[src/rtl/pseudo_softmax_pkg.sv]
// pseudo_softmax_pkg: shared FSM state type and parameter defaults for the softmax sequencer.
package pseudo_softmax_pkg;
  localparam int DW_DEF = 3;
  localparam int DP_LAT_DEF = 2;
  localparam int LAT_W = 3;
  typedef enum logic [2:0] {IDLE, LOAD, ISSUE, WAIT, DRAIN} state_e;
endpackage

[src/rtl/pseudo_softmax_seq_if.sv]
// pseudo_softmax_seq_if: upstream, datapath and downstream signals of the softmax sequencer.
interface pseudo_softmax_seq_if import pseudo_softmax_pkg::*; #(parameter int DW = DW_DEF);
  logic in_valid, in_ready, out_valid, out_ready, out_last, busy;
  logic [DW-1:0] in_data, dp_data, dp_mant, dp_exp, out_mant, out_exp;
  modport master (
    output in_valid, in_data, dp_mant, dp_exp, out_ready,
    input in_ready, dp_data, out_valid, out_mant, out_exp, out_last, busy
  );
  modport slave (
    input in_valid, in_data, dp_mant, dp_exp, out_ready,
    output in_ready, dp_data, out_valid, out_mant, out_exp, out_last, busy
  );
endinterface

[src/rtl/softmax_frame_buf.sv]
// softmax_frame_buf: N x W register file, one indexed write port and one indexed combinational read.
module softmax_frame_buf #(
  parameter int N = 4,
  parameter int W = 3
) (
  input  logic                 clk,
  input  logic                 we_i,
  input  logic [$clog2(N)-1:0] waddr_i,
  input  logic [W-1:0]         wdata_i,
  input  logic [$clog2(N)-1:0] raddr_i,
  output logic [W-1:0]         rdata_o
);
  logic [W-1:0] mem_q [N];
  always_ff @(posedge clk)
    if (we_i) mem_q[waddr_i] <= wdata_i;
  assign rdata_o = mem_q[raddr_i];
endmodule

[src/rtl/pseudo_softmax_seq.sv]
// pseudo_softmax_seq: loads a frame, issues max-minus-element to an external datapath, drains results.
module pseudo_softmax_seq import pseudo_softmax_pkg::*; #(
  parameter int N_ELEM = 4,
  parameter int DW = DW_DEF,
  parameter int DP_LAT = DP_LAT_DEF
) (
  input logic clk,
  input logic rst,
  pseudo_softmax_seq_if.slave io
);
  localparam int IW = $clog2(N_ELEM);
  localparam logic [IW-1:0] LAST = IW'(N_ELEM - 1);
  state_e state_q, state_d;
  logic [IW-1:0] cnt_q, cnt_d, idx_q, idx_d, oidx_q, oidx_d;
  logic [LAT_W-1:0] lat_q, lat_d;
  logic [DW-1:0] max_q, max_d, dp_q, dp_d, elem_rd;
  logic [2*DW-1:0] res_rd;
  logic in_rdy, acc, cap, ohs;
  assign in_rdy = state_q == IDLE || state_q == LOAD;
  assign acc = io.in_valid && in_rdy;
  assign cap = state_q == WAIT && lat_q == LAT_W'(1);
  assign ohs = state_q == DRAIN && io.out_ready;
  always_comb begin
    state_d = state_q;
    cnt_d = cnt_q;
    idx_d = idx_q;
    oidx_d = oidx_q;
    lat_d = lat_q;
    max_d = acc && (state_q == IDLE || io.in_data > max_q) ? io.in_data : max_q;
    case (state_q)
      IDLE: if (acc) begin
        state_d = LOAD;
        cnt_d = IW'(1);
      end
      LOAD: if (acc) begin
        state_d = cnt_q == LAST ? ISSUE : LOAD;
        cnt_d = cnt_q == LAST ? '0 : cnt_q + IW'(1);
        idx_d = '0;
      end
      ISSUE: begin
        state_d = WAIT;
        lat_d = LAT_W'(DP_LAT);
      end
      WAIT: begin
        lat_d = lat_q - LAT_W'(1);
        if (cap) begin
          state_d = idx_q == LAST ? DRAIN : ISSUE;
          idx_d = idx_q == LAST ? '0 : idx_q + IW'(1);
        end
      end
      DRAIN: if (ohs) begin
        state_d = oidx_q == LAST ? IDLE : DRAIN;
        oidx_d = oidx_q == LAST ? '0 : oidx_q + IW'(1);
      end
      default: state_d = IDLE;
    endcase
  end
  // operand is registered on entry to ISSUE so it is already applied during the ISSUE cycle
  assign dp_d = state_d == ISSUE ? max_d - elem_rd : state_d == WAIT ? dp_q : '0;
  always_ff @(posedge clk or posedge rst)
    if (rst) begin
      state_q <= IDLE;
      cnt_q <= '0;
      idx_q <= '0;
      oidx_q <= '0;
      lat_q <= '0;
      max_q <= '0;
      dp_q <= '0;
    end else begin
      state_q <= state_d;
      cnt_q <= cnt_d;
      idx_q <= idx_d;
      oidx_q <= oidx_d;
      lat_q <= lat_d;
      max_q <= max_d;
      dp_q <= dp_d;
    end
  softmax_frame_buf #(.N(N_ELEM), .W(DW)) u_elem (
    .clk(clk), .we_i(acc), .waddr_i(cnt_q), .wdata_i(io.in_data),
    .raddr_i(idx_d), .rdata_o(elem_rd)
  );
  softmax_frame_buf #(.N(N_ELEM), .W(2*DW)) u_res (
    .clk(clk), .we_i(cap), .waddr_i(idx_q), .wdata_i({io.dp_mant, io.dp_exp}),
    .raddr_i(oidx_q), .rdata_o(res_rd)
  );
  assign io.in_ready = in_rdy;
  assign io.dp_data = dp_q;
  assign io.busy = state_q != IDLE;
  assign io.out_valid = state_q == DRAIN;
  assign io.out_last = state_q == DRAIN && oidx_q == LAST;
  assign io.out_mant = state_q == DRAIN ? res_rd[2*DW-1:DW] : '0;
  assign io.out_exp = state_q == DRAIN ? res_rd[DW-1:0] : '0;
endmodule

[src/flat_wrapper.sv]
// flat-port wrapper written by rule: the top's interface ports become plain ports
module pseudo_softmax_seq_flat import pseudo_softmax_pkg::*;
#(
  parameter int N_ELEM = 4,
  parameter int DW = DW_DEF,
  parameter int DP_LAT = DP_LAT_DEF
)
  (clk, rst, io_in_valid, io_in_data, io_dp_mant, io_dp_exp, io_out_ready, io_in_ready, io_dp_data, io_out_valid, io_out_mant, io_out_exp, io_out_last, io_busy);
  pseudo_softmax_seq_if #(.DW(DW)) io_i ();
  input logic clk;
  input logic rst;
  input wire logic [$bits(io_i.in_valid)-1:0] io_in_valid;
  input wire logic [$bits(io_i.in_data)-1:0] io_in_data;
  input wire logic [$bits(io_i.dp_mant)-1:0] io_dp_mant;
  input wire logic [$bits(io_i.dp_exp)-1:0] io_dp_exp;
  input wire logic [$bits(io_i.out_ready)-1:0] io_out_ready;
  output wire logic [$bits(io_i.in_ready)-1:0] io_in_ready;
  output wire logic [$bits(io_i.dp_data)-1:0] io_dp_data;
  output wire logic [$bits(io_i.out_valid)-1:0] io_out_valid;
  output wire logic [$bits(io_i.out_mant)-1:0] io_out_mant;
  output wire logic [$bits(io_i.out_exp)-1:0] io_out_exp;
  output wire logic [$bits(io_i.out_last)-1:0] io_out_last;
  output wire logic [$bits(io_i.busy)-1:0] io_busy;
  assign io_i.in_valid = io_in_valid;
  assign io_i.in_data = io_in_data;
  assign io_i.dp_mant = io_dp_mant;
  assign io_i.dp_exp = io_dp_exp;
  assign io_i.out_ready = io_out_ready;
  assign io_in_ready = io_i.in_ready;
  assign io_dp_data = io_i.dp_data;
  assign io_out_valid = io_i.out_valid;
  assign io_out_mant = io_i.out_mant;
  assign io_out_exp = io_i.out_exp;
  assign io_out_last = io_i.out_last;
  assign io_busy = io_i.busy;
  pseudo_softmax_seq #(.N_ELEM(N_ELEM), .DW(DW), .DP_LAT(DP_LAT)) u_core (.clk(clk), .rst(rst), .io(io_i));
endmodule
[config.mk]
export PLATFORM = sky130hd
export DESIGN_NAME = pseudo_softmax_seq_flat
export DESIGN_NICKNAME = d
export VERILOG_FILES = /design/src/rtl/pseudo_softmax_pkg.sv /design/src/rtl/pseudo_softmax_seq_if.sv /design/src/rtl/softmax_frame_buf.sv /design/src/rtl/pseudo_softmax_seq.sv /design/src/flat_wrapper.sv
export SDC_FILE = /design/constraint.sdc
export NUM_CORES = 1
export LEC_CHECK = 0
export CAP_MARGIN = 30
export CELL_PAD_IN_SITES_DETAIL_PLACEMENT = 1
export CELL_PAD_IN_SITES_GLOBAL_PLACEMENT = 1
export CORE_UTILIZATION = 50
export DETAILED_ROUTE_END_ITERATION = 8
export PLACE_DENSITY = 0.83
export RECOVER_POWER = 100
export SLEW_MARGIN = 5
export SYNTH_ARGS = -nofsm -noshare
export SYNTH_HDL_FRONTEND = slang
export SYNTH_SLANG_ARGS = --single-unit
[constraint.sdc]
create_clock -name clk -period 7.3 [get_ports clk]
set_input_delay 0.73 -clock clk [delete_from_list [all_inputs] [get_ports clk]]
set_output_delay 0.73 -clock clk [all_outputs]
set_load 0.005 [all_outputs]
**After elaboration in Yosys (flattened, before gate mapping)**

Memory sizes are Yosys's and may differ from the RTL's.
Index checks and enable logic that the tools add are counted.

- Bits in registers: 18
- Memory bits (writable): 36
- Bits of input ports: 13
- Output and inout bits: 13
- Word-level logic and storage cells: 68
- Memories kept: 2

Memory list:

| name | depth | bits a word | rd ports | clocked after Yosys merged registers in | write ports | line | text |
|---|---|---|---|---|---|---|---|
| u_core.u_res.mem_q | 4 | 6 | 1 | 0 | 1 | softmax_frame_buf.sv:13 | `logic [W-1:0] mem_q [N];` |
| u_core.u_elem.mem_q | 4 | 3 | 1 | 0 | 1 | softmax_frame_buf.sv:13 |  |

- Add/subtract/negate cells: 5
- Magnitude comparators: 1
- Equal/unequal tests: 13
- Multiplexer cells: 27
- Reduce and logical (&&, ||, !) cells: 13

Operator list:

| kind | count |
|---|---|
| $mux W3 | 11 |
| $mux W2 | 8 |
| $pmux W3 S5 | 1 |
| $eq A3 B2 Y1 const B | 4 |
| $pmux W2 S2 | 2 |
| $add A2 B1 Y2 const B | 3 |
| $eq A2 B2 Y1 const B | 3 |
| $eq A3 B1 Y1 const B | 2 |
| $ne A2 B1 Y1 const B | 3 |
| $pmux W3 S2 | 1 |
| $logic_and A1 B1 Y1 | 5 |
| $mux W1 | 4 |
| $reduce_bool A2 Y1 | 2 |
| $eq A3 B3 Y1 const B | 1 |
| $gt A3 B3 Y1 | 1 |
| $logic_not A3 Y1 | 1 |
| $reduce_and A3 Y1 | 1 |
| $reduce_bool A3 Y1 | 1 |
| $sub A3 B1 Y3 const B | 1 |
| $sub A3 B3 Y3 | 1 |
| $logic_or A1 B1 Y1 | 2 |
| $reduce_and A2 Y1 | 1 |

**Logic depth before layout (Yosys ltp)**

- Depth after elaboration: 8
- Gate-level depth with buffers: 13
- Depth with buffers taken out: 13

**Hierarchy**

Synthesis repeated with hierarchy kept, for this count alone.

- Cell total of the unflattened synthesis: 169
- Area, all modules: 2463.6 um^2

Modules (own cells, without submodules):

| module | instances | cells each | area an instance (um^2) | sequential area each (um^2) |
|---|---|---|---|---|
| pseudo_softmax_seq | 1 | 115 | 1094.8 | 450.4 |
| softmax_frame_buf at u_core.u_res | 1 | 35 | 898.4 | 720.7 |
| softmax_frame_buf at u_core.u_elem | 1 | 19 | 470.5 | 360.3 |

**Worst setup path before layout**

OpenSTA, ideal clock, no wires.

- Kind: input -> register
- Start: input port io_in_data[1]
- End: register u_core.dp_q[2] (netlist: u_core.io.dp_data[2])
- Library setup time: 0.080 ns
- Arrival time: 3.027 ns
- Required time: 7.220 ns
- Slack: 4.193 ns
- Stages on the path: 11
- Buffers on the path: 0
- Path through: ha_1 -> nor2b_1 -> o41a_1 -> and2_1 -> mux2_1 -> inv_1 -> ha_1 -> fa_1 -> o21a_1 -> or3_1 -> o211ai_2

- Cells in the longest elaborated chain, start to end: 6

Ends and longest elaborated chain:

| element | line | text |
|---|---|---|
| from (decl) | flat_wrapper.sv:13 | `input wire logic [$bits(io_i.in_data)-1:0] io_in_data;` |
| $gt A3 B3 Y1 | pseudo_softmax_seq.sv:29 | `max_d = acc && (state_q == IDLE \|\| io.in_data > max_q) ? io.in_data : max_q;` |
| $logic_or A1 B1 Y1 | pseudo_softmax_seq.sv:29 |  |
| $logic_and A1 B1 Y1 | pseudo_softmax_seq.sv:29 |  |
| $mux W3 | pseudo_softmax_seq.sv:29 |  |
| via u_core.max_d[0] | pseudo_softmax_seq.sv:16 | `logic [DW-1:0] max_q, max_d, dp_q, dp_d, elem_rd;` |
| $sub A3 B3 Y3 | pseudo_softmax_seq.sv:59 | `assign dp_d = state_d == ISSUE ? max_d - elem_rd : state_d == WAIT ? dp_q : '0;` |
| $mux W3 | pseudo_softmax_seq.sv:59 |  |
| to (signal assigned) | pseudo_softmax_seq.sv:76 | `dp_q <= dp_d;` |
| to (decl) | pseudo_softmax_seq.sv:16 |  |

The timed path passes the listed nets, and every way through them passes these cells.
A chain may end at the register's enable or synchronous reset.

**Worst setup path after layout**

- Start: input port io_in_valid
- End: register u_core.dp_q[2] (netlist: u_core.io.dp_data[2])

- Elaborated cells between the ends (all ways): 14
- Classes of those cells: add/sub: 1; eq/ne: 3; mux: 7; reduce/logical: 2; memory: 1

RTL lines:

| element | line | text |
|---|---|---|
| from (decl) | flat_wrapper.sv:12 | `input wire logic [$bits(io_i.in_valid)-1:0] io_in_valid;` |
| $logic_and A1 B1 Y1 | pseudo_softmax_seq.sv:20 | `assign acc = io.in_valid && in_rdy;` |
| $logic_and A1 B1 Y1 | pseudo_softmax_seq.sv:29 |  |
| $mux W3 | pseudo_softmax_seq.sv:29 |  |
| via u_core.max_d[0] | pseudo_softmax_seq.sv:16 |  |
| $sub A3 B3 Y3 | pseudo_softmax_seq.sv:59 |  |
| $mux W3 | pseudo_softmax_seq.sv:59 |  |

The timed path passes the listed nets, and every way through them passes these cells.

==> flow_summary.ini <==
[status]
outcome = completed

[setup_path]
endpoint = u_core.io.dp_data[2]
crit_path_start = io_in_valid
worstSetupStartpointType = input port
r2r-end = u_core.io.dp_data[2]
cp_data_required_time_ns = 7.53
path_max_fanout = 9
reg2reg_slack_ns = 3.87
crit_type = input port to register
worst_r2r_path_depth = 11
end_kind = register
r2r_start = u_core.state_q[0]
critPathArrivalTime_ns = 4.10

[finish]
drive_gt1_share_pct = 8.68
antenna_cells = 0
final_nets = 247
synthToLayoutAreaGrowth_pct = 14.4
stdcell_count = 286
design_area_um2 = 2960
fin_util_pct = 61.0

[synth]
ys_seq_area_share_pct = 59.3
synth_cell_type_count = 45
yosysMostFrequentCell = edfxtp_1
postSynthCellCount = 191
post_synth_instance_area_um2 = 2580
synth-edff-count = 36
yosysTopAreaCellShare_pct = 41.8
synth_fp_nets = 220
synthTopCellsByArea = edfxtp_1 (42%), dfrtp_1 (17%), ha_1 (7.3%)
ys_ff_latch = 54
ys_async_sr_fraction_pct = 33.3
synth_common_cells = edfxtp_1 (36), dfrtp_1 (18), and2_1 (17)
yosysWarnings = 0
avgSynthCellArea_um2 = 13.5
ys.flop_type = edfxtp_1
synth_area_leader_cell = edfxtp_1

[global_route]
grt_pass1_vias = 1747
grtUsageMet2_pct = 37.9
use_met3_pct = 5.76
grt_busiest_layer = met2
grt_start_max_net_pins = 19
gr-usage-met1_pct = 31.0
grt_pass1_wl_um = 9030
antenna_found_initial = 0
grt_usage_pct = 23.6
gr-total-overflow = 0

[floorplanning]
start_util_pct = 53.3
ioPinCount = 26
die_h_um = 73.9
die_x_um = 73.9
dieArea_um2 = 5460
rows = 25
core_um2 = 4850

[min_path]
hp-start = u_core.io.dp_data[1]
hold_class = register to register

[sta]
fin_ws_ns = 3.42
timing.fmax_mhz = 258
setup_viol = 0
period_minus_slack_ns = 3.88
tns_ns = 0
finalHoldViolCount = 0
fin_skew_ns = 0.0121
rsz0062_at_grt = false
drv_slew = 0
tightest_slew_ns = 0.859
slew_headroom_pct = 42.6
post-route-period-util_pct = 53.1
hold_ws_ns = 0.528

[clock_network]
worstSkewPairLatency_ns = 0.32
ctsHoldBuffers = 0
cts_tree = yes
cts_root_buf = clkbuf_8
clock_sinks = 54
path_clk_slew_ns = 0.10
htreeDepth = 2
cts-resized-gates = 0
cts_buffers = 5
postCtsSetupRepairBufs = 0
clock_path_buffers = 2

[routing]
drt-pass1-iter-count = 4
viasPerCell = 5.48
vias = 1567
drc_errors = 0
routed_wl_um = 5560
drtIter0Drc = 85
ant_nets = 0
post_drt_wl_per_cell_um = 19.4

[placement]
place_inst = 277
gp_congestion = 0.807
place_hpwl_um = 4160
post-place-ws_ns = 3.45
place_area_um2 = 2880
port_buffers = 25

[pwr]
p_total_uw = 970
ir_drop_mv = 0.163
power_density_nw_per_um2 = 328
leakage_nw = 1.14

[flow_run]
max_cap_viol_count = 0
-- layout by cell type, fill, tap and decap left out, types with 5 or more instances in the layout --
cell type and count:
and2_0 15, clkbuf_8 5, clkdlybuf4s50_1 7, dfrtp_1 18, dlygate4sd3_1 18, edfxtp_1 36
ha_1 15, inv_1 15, mux4_2 6, nand2_1 10, nor2_1 6, o21ai_0 10
-- flip-flops by register name, indices dropped and copies added (netlist names) --
register	count
u_core.u_res.mem_q	24
u_core.u_elem.mem_q	12
u_core.io.dp_data	3
u_core.lat_q	3
u_core.max_q	3
u_core.state_q	3
u_core.cnt_q	2
u_core.idx_q	2
u_core.oidx_q	2
-- layer usage --
layer	share of wire [%]	wire [um]
met4	1.9	108
met2	50	2760
met1	45	2510
met5	0	0
met3	3.2	180
-- critical path, cell delays in order --
cell and delay, ns:
dlygate4sd3_1 0.61, nor3b_1 0.73, o41a_1 0.32, and2_0 0.24, mux2_1 0.19, inv_1 0.05, ha_1 0.20, fa_1 0.39
o21a_1 0.14, or3_1 0.34, o211ai_1 0.17
-- area by class of cell --
class / instances / area (um2)
Sequential cell: 54 / 1530
Inverter: 15 / 56.3
Multi-Input combinational cell: 116 / 943
Fill cell: 482 / 1890
Clock inverter: 2 / 13.8
Clock buffer: 6 / 72.6
Timing Repair Buffer: 26 / 254
Tap cell: 67 / 83.8
-- worst min-delay path by stage --
stage,to,slack (ns),depth (start not counted)
floorplan,u_core.lat_q[2],0.47,1
global placement,u_core.io.dp_data[1],0.47,2
detailed placement,u_core.io.dp_data[2],0.50,2
CTS,u_core.io.dp_data[2],0.53,2
global route,u_core.lat_q[0],0.57,1
finish,u_core.io.dp_data[1],0.53,2
-- kinds of logic (layout without fill, tap and decap cells) --
family / after synthesis / in the layout / synth area share, %
flops: 54 / 54 / 59.3
mux: 14 / 14 / 8.57
compound gates: 29 / 29 / 7.75
simple gates: 57 / 57 / 12.6
fa+ha+maj: 16 / 16 / 8.04
buf+inv: 21 / 49 / 3.73
-- where the power goes --
part | internal (mW) | switching (mW)
Clock | 0.0679 | 0.0978
Combinational | 0.162 | 0.195
Sequential | 0.386 | 0.0609
(Power assumes the default switching activity.)
